--- src/rtl/whack_pkg.sv ---
// Shared definitions for the whack-a-mole round sequencer: FSM states,
// hole count, LFSR feedback taps and the countdown's terminal/load values.
package whack_pkg;

  typedef enum logic [2:0] {
    IDLE = 3'd0,
    ARM  = 3'd1,
    PLAY = 3'd2,
    WAIT = 3'd3,
    OVER = 3'd4
  } state_e;

  localparam int          NUM_HOLES    = 4;
  // Fibonacci taps 8,6,5,4 expressed as a mask over lfsr[7:0].
  localparam logic [7:0]  LFSR_TAPS    = 8'hB8;
  localparam logic [31:0] COUNT_EXPIRE = 32'd0;
  localparam logic [31:0] COUNT_LOAD   = 32'd5;
  localparam logic [7:0]  SCORE_MAX    = 8'hFF;

  // One-hot LED pattern for a hole index.
  function automatic logic [NUM_HOLES-1:0] hole_onehot(input logic [1:0] idx);
    logic [NUM_HOLES-1:0] v;
    v      = '0;
    v[idx] = 1'b1;
    return v;
  endfunction

  // Never repeat the previous round's hole: bump to the next one instead.
  function automatic logic [1:0] pick_hole(input logic [1:0] cand,
                                           input logic [1:0] prev);
    return (cand == prev) ? cand + 2'd1 : cand;
  endfunction

endpackage

--- src/rtl/mole_lfsr.sv ---
// Free-running 8-bit Fibonacci LFSR used to choose which hole lights up.
// It advances every cycle, so the chosen hole depends on how long the
// player idles before pressing start.
module mole_lfsr
  import whack_pkg::*;
#(
  parameter logic [7:0] SEED = 8'hA5
) (
  input  logic       clk,
  input  logic       reset,
  output logic [1:0] idx
);

  logic [7:0] lfsr_q;
  logic [7:0] lfsr_d;

  // Shift left, feeding in the XOR of the tapped bits.
  always_comb begin
    lfsr_d = {lfsr_q[6:0], ^(lfsr_q & LFSR_TAPS)};
  end

  // State register; the seed must be nonzero or the sequence locks up.
  always_ff @(posedge clk or posedge reset) begin
    // NOTE: sequential state always uses non-blocking assignments so every
    // flop samples pre-edge values regardless of process ordering.
    if (reset) lfsr_q <= SEED;
    else       lfsr_q <= lfsr_d;
  end

  assign idx = lfsr_q[1:0];

endmodule

--- src/rtl/mole_round_ctrl.sv ---
// Round sequencer for whack-a-mole. Restarts the external countdown at the
// start of each round, lights one hole, scores debounced hits on their
// rising edge, counts rounds down and raises game_over when they run out.
// Every output comes straight from a flop.
module mole_round_ctrl
  import whack_pkg::*;
#(
  parameter int         NUM_ROUNDS = 10,
  parameter logic [7:0] LFSR_SEED  = 8'hA5
) (
  input  logic        clk,
  input  logic        reset,
  input  logic        start,
  input  logic [31:0] countin,
  input  logic [3:0]  hit,
  output logic        count_restart,
  output logic [3:0]  mole,
  output logic [7:0]  score,
  output logic [3:0]  rounds_left,
  output logic        game_over
);

  localparam logic [3:0] ROUNDS_INIT = 4'(NUM_ROUNDS);

  state_e     state_q,         state_d;
  logic       count_restart_q, count_restart_d;
  logic [3:0] mole_q,          mole_d;
  logic [7:0] score_q,         score_d;
  logic [3:0] rounds_left_q,   rounds_left_d;
  logic       game_over_q,     game_over_d;
  logic [3:0] hit_prev_q,      hit_prev_d;
  logic [1:0] prev_idx_q,      prev_idx_d;

  logic [1:0] lfsr_idx;
  logic [1:0] pick;
  logic [3:0] hit_edge;
  logic       expiry;
  logic       valid_hit;

  mole_lfsr #(.SEED(LFSR_SEED)) u_lfsr (
    .clk   (clk),
    .reset (reset),
    .idx   (lfsr_idx)
  );

  // Next-state logic for the FSM, score, round counter and hole choice.
  always_comb begin
    // NOTE: every variable gets a default first, so no path can leave one
    // unassigned and infer a latch.
    state_d         = state_q;
    count_restart_d = 1'b0;
    mole_d          = mole_q;
    score_d         = score_q;
    rounds_left_d   = rounds_left_q;
    game_over_d     = game_over_q;
    prev_idx_d      = prev_idx_q;
    hit_prev_d      = hit;
    pick            = pick_hole(lfsr_idx, prev_idx_q);

    hit_edge  = hit & ~hit_prev_q;
    expiry    = (countin == COUNT_EXPIRE);
    // mole_q is always one-hot in PLAY, so exact equality rejects both a
    // wrong button and the right button pressed together with another.
    valid_hit = (state_q == PLAY) && (hit_edge == mole_q);

    unique case (state_q)
      IDLE, OVER: begin
        if (start) begin
          state_d         = ARM;
          count_restart_d = 1'b1;
          score_d         = '0;
          rounds_left_d   = ROUNDS_INIT;
          game_over_d     = 1'b0;
          mole_d          = '0;
        end
      end

      // countin is stale here while the restart lands, so expiry is ignored.
      ARM: begin
        state_d    = PLAY;
        mole_d     = hole_onehot(pick);
        prev_idx_d = pick;
      end

      PLAY, WAIT: begin
        if (valid_hit) begin
          state_d = WAIT;
          mole_d  = '0;
          if (score_q != SCORE_MAX) score_d = score_q + 8'd1;
        end
        // Expiry is applied after the hit so a same-cycle hit still scores.
        if (expiry) begin
          rounds_left_d = rounds_left_q - 4'd1;
          mole_d        = '0;
          if (rounds_left_d == 4'd0) begin
            state_d     = OVER;
            game_over_d = 1'b1;
          end else begin
            state_d         = ARM;
            count_restart_d = 1'b1;
          end
        end
      end

      default: state_d = IDLE;
    endcase
  end

  // All registers, cleared asynchronously by reset.
  always_ff @(posedge clk or posedge reset) begin
    if (reset) begin
      state_q         <= IDLE;
      count_restart_q <= 1'b0;
      mole_q          <= '0;
      score_q         <= '0;
      rounds_left_q   <= ROUNDS_INIT;
      game_over_q     <= 1'b0;
      hit_prev_q      <= '0;
      prev_idx_q      <= '0;
    end else begin
      state_q         <= state_d;
      count_restart_q <= count_restart_d;
      mole_q          <= mole_d;
      score_q         <= score_d;
      rounds_left_q   <= rounds_left_d;
      game_over_q     <= game_over_d;
      hit_prev_q      <= hit_prev_d;
      prev_idx_q      <= prev_idx_d;
    end
  end

  assign count_restart = count_restart_q;
  assign mole          = mole_q;
  assign score         = score_q;
  assign rounds_left   = rounds_left_q;
  assign game_over     = game_over_q;

endmodule

--- config.mk ---
export PLATFORM = sky130hd
export DESIGN_NAME = mole_round_ctrl
export DESIGN_NICKNAME = d
export VERILOG_FILES = /design/src/rtl/whack_pkg.sv /design/src/rtl/mole_lfsr.sv /design/src/rtl/mole_round_ctrl.sv
export SDC_FILE = /design/constraint.sdc
export NUM_CORES = 1
export LEC_CHECK = 0
export CORE_ASPECT_RATIO = 1.5
export CORE_MARGIN = 4
export CORE_UTILIZATION = 49
export CTS_CLUSTER_DIAMETER = 60
export CTS_CLUSTER_SIZE = 25
export DETAILED_ROUTE_END_ITERATION = 12
export GPL_TIMING_DRIVEN = 1
export PLACE_DENSITY_LB_ADDON = 0.12
export SLEW_MARGIN = 0
export SYNTH_ARGS = -nofsm -noshare
export SYNTH_HDL_FRONTEND = slang
export SYNTH_SLANG_ARGS = --single-unit
--- constraint.sdc ---
create_clock -name clk -period 5.4 [get_ports clk]
set_clock_uncertainty 0.15 [all_clocks]
set_input_delay 1.35 -clock clk [delete_from_list [all_inputs] [get_ports clk]]
set_output_delay 1.35 -clock clk [all_outputs]
set_load 0.01 [all_outputs]
Word level (Yosys, flattened, before mapping)

Index checks and enable logic that the tools add are counted.

$add $sub $neg: 3
Order comparisons: 2
Equality and inequality tests: 13
Muxes and demuxes: 27
Bitwise logic cells: 2
Reduce and logical (&&, ||, !) cells: 15

Operator list:

| kind                                                               | number |
|---|---|
| 32-bit logical NOT                                                 | 1 |
| 8-bit 2-to-1 mux                                                   | 3 |
| 4-bit 2-to-1 mux                                                   | 5 |
| 8-bit one-hot mux with 2 select lines                              | 1 |
| 3-bit 2-to-1 mux                                                   | 4 |
| 4-bit one-hot mux with 3 select lines                              | 1 |
| 2-bit != test, second input constant                               | 5 |
| 3-bit one-hot mux with 3 select lines                              | 1 |
| 8-bit by 1-bit adder with 8-bit output, second input constant      | 1 |
| 8-bit != test, second input constant                               | 1 |
| 4-bit one-hot mux with 2 select lines                              | 1 |
| 4-bit AND reduction                                                | 2 |
| 8-bit parity                                                       | 1 |
| 1-bit 2-to-1 mux                                                   | 7 |
| 3-bit by 2-bit == test with 1-bit output, second input constant    | 2 |
| 3-bit AND reduction                                                | 2 |
| 4-bit AND                                                          | 1 |
| 4-bit == test                                                      | 1 |
| 4-bit logical NOT                                                  | 1 |
| 4-bit inverter                                                     | 1 |
| 1-bit one-hot mux with 2 select lines                              | 2 |
| 2-bit OR reduction                                                 | 2 |
| 4-bit by 1-bit subtractor with 4-bit output, second input constant | 1 |
| 3-bit by 1-bit == test with 1-bit output, second input constant    | 1 |
| other kinds (13)                                                   | 14 |

Bits in registers: 35
Input bits: 39
Output and inout port bits: 18
Word-level logic and storage cells: 71

Depth between registers and ports, before layout

Depth after elaboration: 7
Mapped depth: 7
Depth with buffers taken out: 7

Modules after synthesis

A second synthesis with hierarchy kept.

Cells, all modules: 171
Area total of the unflattened synthesis: 1789.2 µm²

By module, submodules not included:

| module          | instances | cells an instance | area an instance (µm²) |
|---|---|---|---|
| mole_round_ctrl | 1         | 157               | 1539.0 |
| mole_lfsr       | 1         | 14                | 250.2 |

Least setup slack after synthesis

No wires, ideal clock.

Path kind: in2reg
Start: input start
End: register score_q[3], in the netlist score[3]
Data arrival time: 2.611 ns
Setup slack: 2.561 ns
Stages on the path: 6
Path buffers: 1
Cell sequence: or3b_1 > buf_6 > nand2_4 > nand3b_4 > or4_1 > a21oi_1

Longest elaborated chain between the ends: 2

Ends and longest elaborated chain:

| element                       | line                   | RTL |
|---|---|---|
| start: declaration            | mole_round_ctrl.sv:13  | `input logic start,` |
| 2-bit != test (no line)       | -                      |  |
| 4-bit AND reduction (no line) | -                      |  |
| end signal: assignment        | mole_round_ctrl.sv:124 | `score_q <= score_d;` |
| end: declaration              | mole_round_ctrl.sv:28  | `logic [7:0] score_q, score_d;` |

No other way between the ends.
A chain may end at the register's enable or synchronous reset.

Worst setup path in the final report

Start: input hit[0]
End: register mole_q[1], in the netlist mole[1]

Longest elaborated chain between the ends: 5

Ends and longest elaborated chain:

| element                       | line                   | RTL |
|---|---|---|
| start: declaration            | mole_round_ctrl.sv:15  | `input logic [3:0] hit,` |
| 4-bit AND                     | mole_round_ctrl.sv:60  | `hit_edge = hit & ~hit_prev_q;` |
| 4-bit == test                 | mole_round_ctrl.sv:64  | `valid_hit = (state_q == PLAY) && (hit_edge == mole_q);` |
| 1-bit logical AND             | mole_round_ctrl.sv:64  |  |
| 3-bit != test (no line)       | -                      |  |
| 3-bit AND reduction (no line) | -                      |  |
| end signal: assignment        | mole_round_ctrl.sv:123 | `mole_q <= mole_d;` |
| end: declaration              | mole_round_ctrl.sv:27  | `logic [3:0] mole_q, mole_d;` |

No other way between the ends.

==> flow_metrics.py <==
metrics = {
    "outcome": {
        "status": "finished clean",
    },
    "placement": {
        "dpl.hpwl_mm": 3.42,
        "portBuffers": 56,
        "placed_cells": 260,
        "place_area_um2": 2340,
        "gp_congestion": 0.841,
    },
    "detailed_routing": {
        "first_pass_iters": 4,
        "drt-total-wl_mm": 4.46,
        "drt_iter0_markers": 37,
        "final_antenna_net_count": 0,
        "post-route-drc-count": 0,
        "vias_per_cell": 5.54,
        "vias": 1484,
        "routedWlPerCell_um": 16.6,
    },
    "synthesis": {
        "synth_most_common_cell": "dfrtp_1",
        "synth_xor_area_frac": 0.0456,
        "synthSimpleGateAreaFrac": 0.231,
        "ys_warn_count": 0,
        "synth_seq_cells": 35,
        "syn_inst": 163,
        "ys_seq_area_frac": 0.510,
        "synth-async-reset-ratio": 1.00,
        "synth_top_family_by_area": "simple AND/OR/NAND/NOR gates",
        "syn-num-nets": 205,
        "syn_area_um2": 1730,
        "synth_flop_cell": "dfrtp_1",
        "synth-compound-area-share": 0.126,
        "avgSynthCellArea_um2": 10.6,
        "synth-edff-count": 0,
        "synthDistinctLibCells": 41,
        "synth_fa_ha_area_frac": 0.0217,
        "synth_mux_area_frac": 0.0347,
        "synth_top_area_share": 0.419,
        "synth_top_area_cell": "dfrtp_1",
        "synthTopCellsByArea": "dfrtp_1 (42%), dfstp_2 (9.1%), xnor2_1 (3.5%)",
        "yosys-top-cells-count": "dfrtp_1 (29), a21oi_1 (10), inv_1 (10)",
    },
    "global_route": {
        "grt_pass1_wl_mm": 7.21,
        "grt-ovfl-total": 0,
        "grtUsageTotal": 0.206,
        "antenna_found_initial": 0,
        "grt_pass1_vias": 1531,
        "grt_max_degree": 36,
    },
    "sta": {
        "slew_viol_final": 0,
        "tns_ps": 0,
        "rsz0062_at_grt": "no",
        "hold_viol_final": 0,
        "period_share": 0.639,
        "maxSlewHeadroom": 0.342,
        "tightest_slew_ps": 980,
        "max_freq_mhz": 290,
        "finalSetupViolations": 0,
        "period_needed_ps": 3450,
    },
    "setup_path": {
        "cpPeakStageDelay_ps": 660,
        "critical-path-top-delay-family": "compound AO/OA/AOI/OAI gates",
        "crit_type": "in -> reg",
        "start_kind": "input port",
        "cp.required_ps": 5370,
        "end_kind": "flip-flop",
        "crit_path_max_fanout": 11,
        "critPathBufInv": 1,
        "worst_ep_arrival_time_ps": 3430,
        "cp_slowest_cell": "o21ai_0",
        "worstPathCellList": "clkdlybuf4s50_1 -> nor2b_1 -> xnor2_1 -> nand4_1 -> o21ai_0 -> o221ai_1",
    },
    "cts": {
        "root_buffer": "clkbuf_8",
        "clk_path_buf_depth": 2,
        "post_cts_buffers": 0,
        "cts_resized": 0,
        "cts_tree": "built",
        "cts_hold_buf": 0,
        "insertion_delay_ps": 290,
        "h-tree-depth": 2,
        "numClockSinks": 35,
        "numCtsBuffers": 5,
        "clkTransAtPathRegs_ps": 60,
    },
    "final_layout": {
        "drive_above_1_share": 0.0929,
        "final_cells": 268,
        "register_area_um2": 883,
        "antenna_cells": 0,
        "multi_input_area_um2": 795,
        "n_fill_cell": 267,
        "design_area_um2": 2440,
        "synthToLayoutAreaGrowth_pct": 40.8,
        "nets": 267,
    },
    "power": {
        "ir_worst_vdd_mv": 0.209,
        "p_switching_uw": 205,
        "p_leak_uw": 0.00102,
        "clkPwrFrac": 0.287,
        "swShare": 0.286,
        "power.density_nw_per_um2": 294,
        "p_int_uw": 511,
        "comb_power_share": 0.260,
        "power_uw": 716,
        "p_seq_frac": 0.453,
    },
    "floorplan": {
        "initial_core_util": 0.507,
        "die_height_um": 80.8,
        "core_um2": 3420,
        "io_pins": 57,
        "die_w_um": 56.5,
        "dieArea_um2": 4570,
        "rows": 26,
    },
    "job": {
        "drv_cap": 0,
    },
    "hold_path": {
        "hold_path.class": "reg -> reg",
    },
}
==> worst paths after layout <==
kind | to | startpoint | slack (ps) | depth (start not counted)
max | mole[1] | hit[0] | 1950 | 6
min | u_lfsr.lfsr_q[7] | u_lfsr.lfsr_q[6] | 210 | 0
max reg2reg | mole[1] | state_q[2] | 2930 | 5
min reg2reg | u_lfsr.lfsr_q[7] | u_lfsr.lfsr_q[6] | 210 | 0
max in group asynchronous | rounds_left[3] | reset | 3450 | 3
min in group asynchronous | state_q[2] | reset | 1310 | 3
==> power groups by stage <==
stage	clock network, uW	registers (uW)	logic [uW]
after floorplan	0	331	84.5
after detailed placement	0	327	187
after CTS	213	323	189
final	206	324	186
after global routing	222	328	202
after global placement	0	327	177
==> cells in the final DEF, fill, tap and decap left out, types with 3 or more instances in the layout <==
cell	count
clkdlybuf4s50_1	56
nand3b_1	3
or4_1	3
ha_1	3
a21oi_1	10
inv_1	10
and2_1	3
nor2b_1	6
nor4_1	9
nand3_1	5
mux2i_1	6
nor2_1	8
xnor2_1	7
nand4_1	4
clkbuf_8	7
o21ai_0	8
dfstp_2	6
dfrtp_1	29
o31ai_1	3
nand2_1	7
and4_1	3
nor3_1	3
==> worst reg2reg max path: cells and delay by family (launching register included) <==
family,cells,cell delay (ps)
flops,1,410
compound gates,2,900
simple gates,3,850
==> sequential cells by signal (all words and copies together), names as in the netlist <==
signal         cells
prev_idx_q         2
state_q            3
count_restart      1
rounds_left        4
hit_prev_q         4
score              8
mole               4
u_lfsr.lfsr_q      8
game_over          1
==> metrics by stage <==
step	worst slack (ps)	utilization	hold WS, ps
2_1_floorplan	2560	-	183
3_3_place_gp	1890	0.684	190
3_5_place_dp	1690	0.684	196
4_1_cts	2000	0.713	217
5_1_grt	1810	0.713	228
6_report	1950	0.713	210
==> per-layer routing <==
metal  GRT usage  up-vias  routed length (um)
met2       0.377       36                2480
met1       0.229      720                1730
met3      0.0509        8                 179
li1            -      720                   -
met4      0.0760        0                  74
met5           0        -                   0
==> area by class of cell <==
type / count / area share
sequential: 35 / 0.363
inverter: 10 / 0.0154
tap: 42 / 0.0216
multi-input combinational: 116 / 0.326
timing repair buffer: 57 / 0.233
clock buffer: 8 / 0.0411
==> cell families (layout without fill, tap and decap cells) <==
group,Yosys count,in the layout
buf+inv,12,75
flops,35,35
xor+xnor,9,9
simple gates,65,65
mux,6,6
compound gates,33,33
fa+ha+maj,3,3
Power figures use the tool's default switching activity.
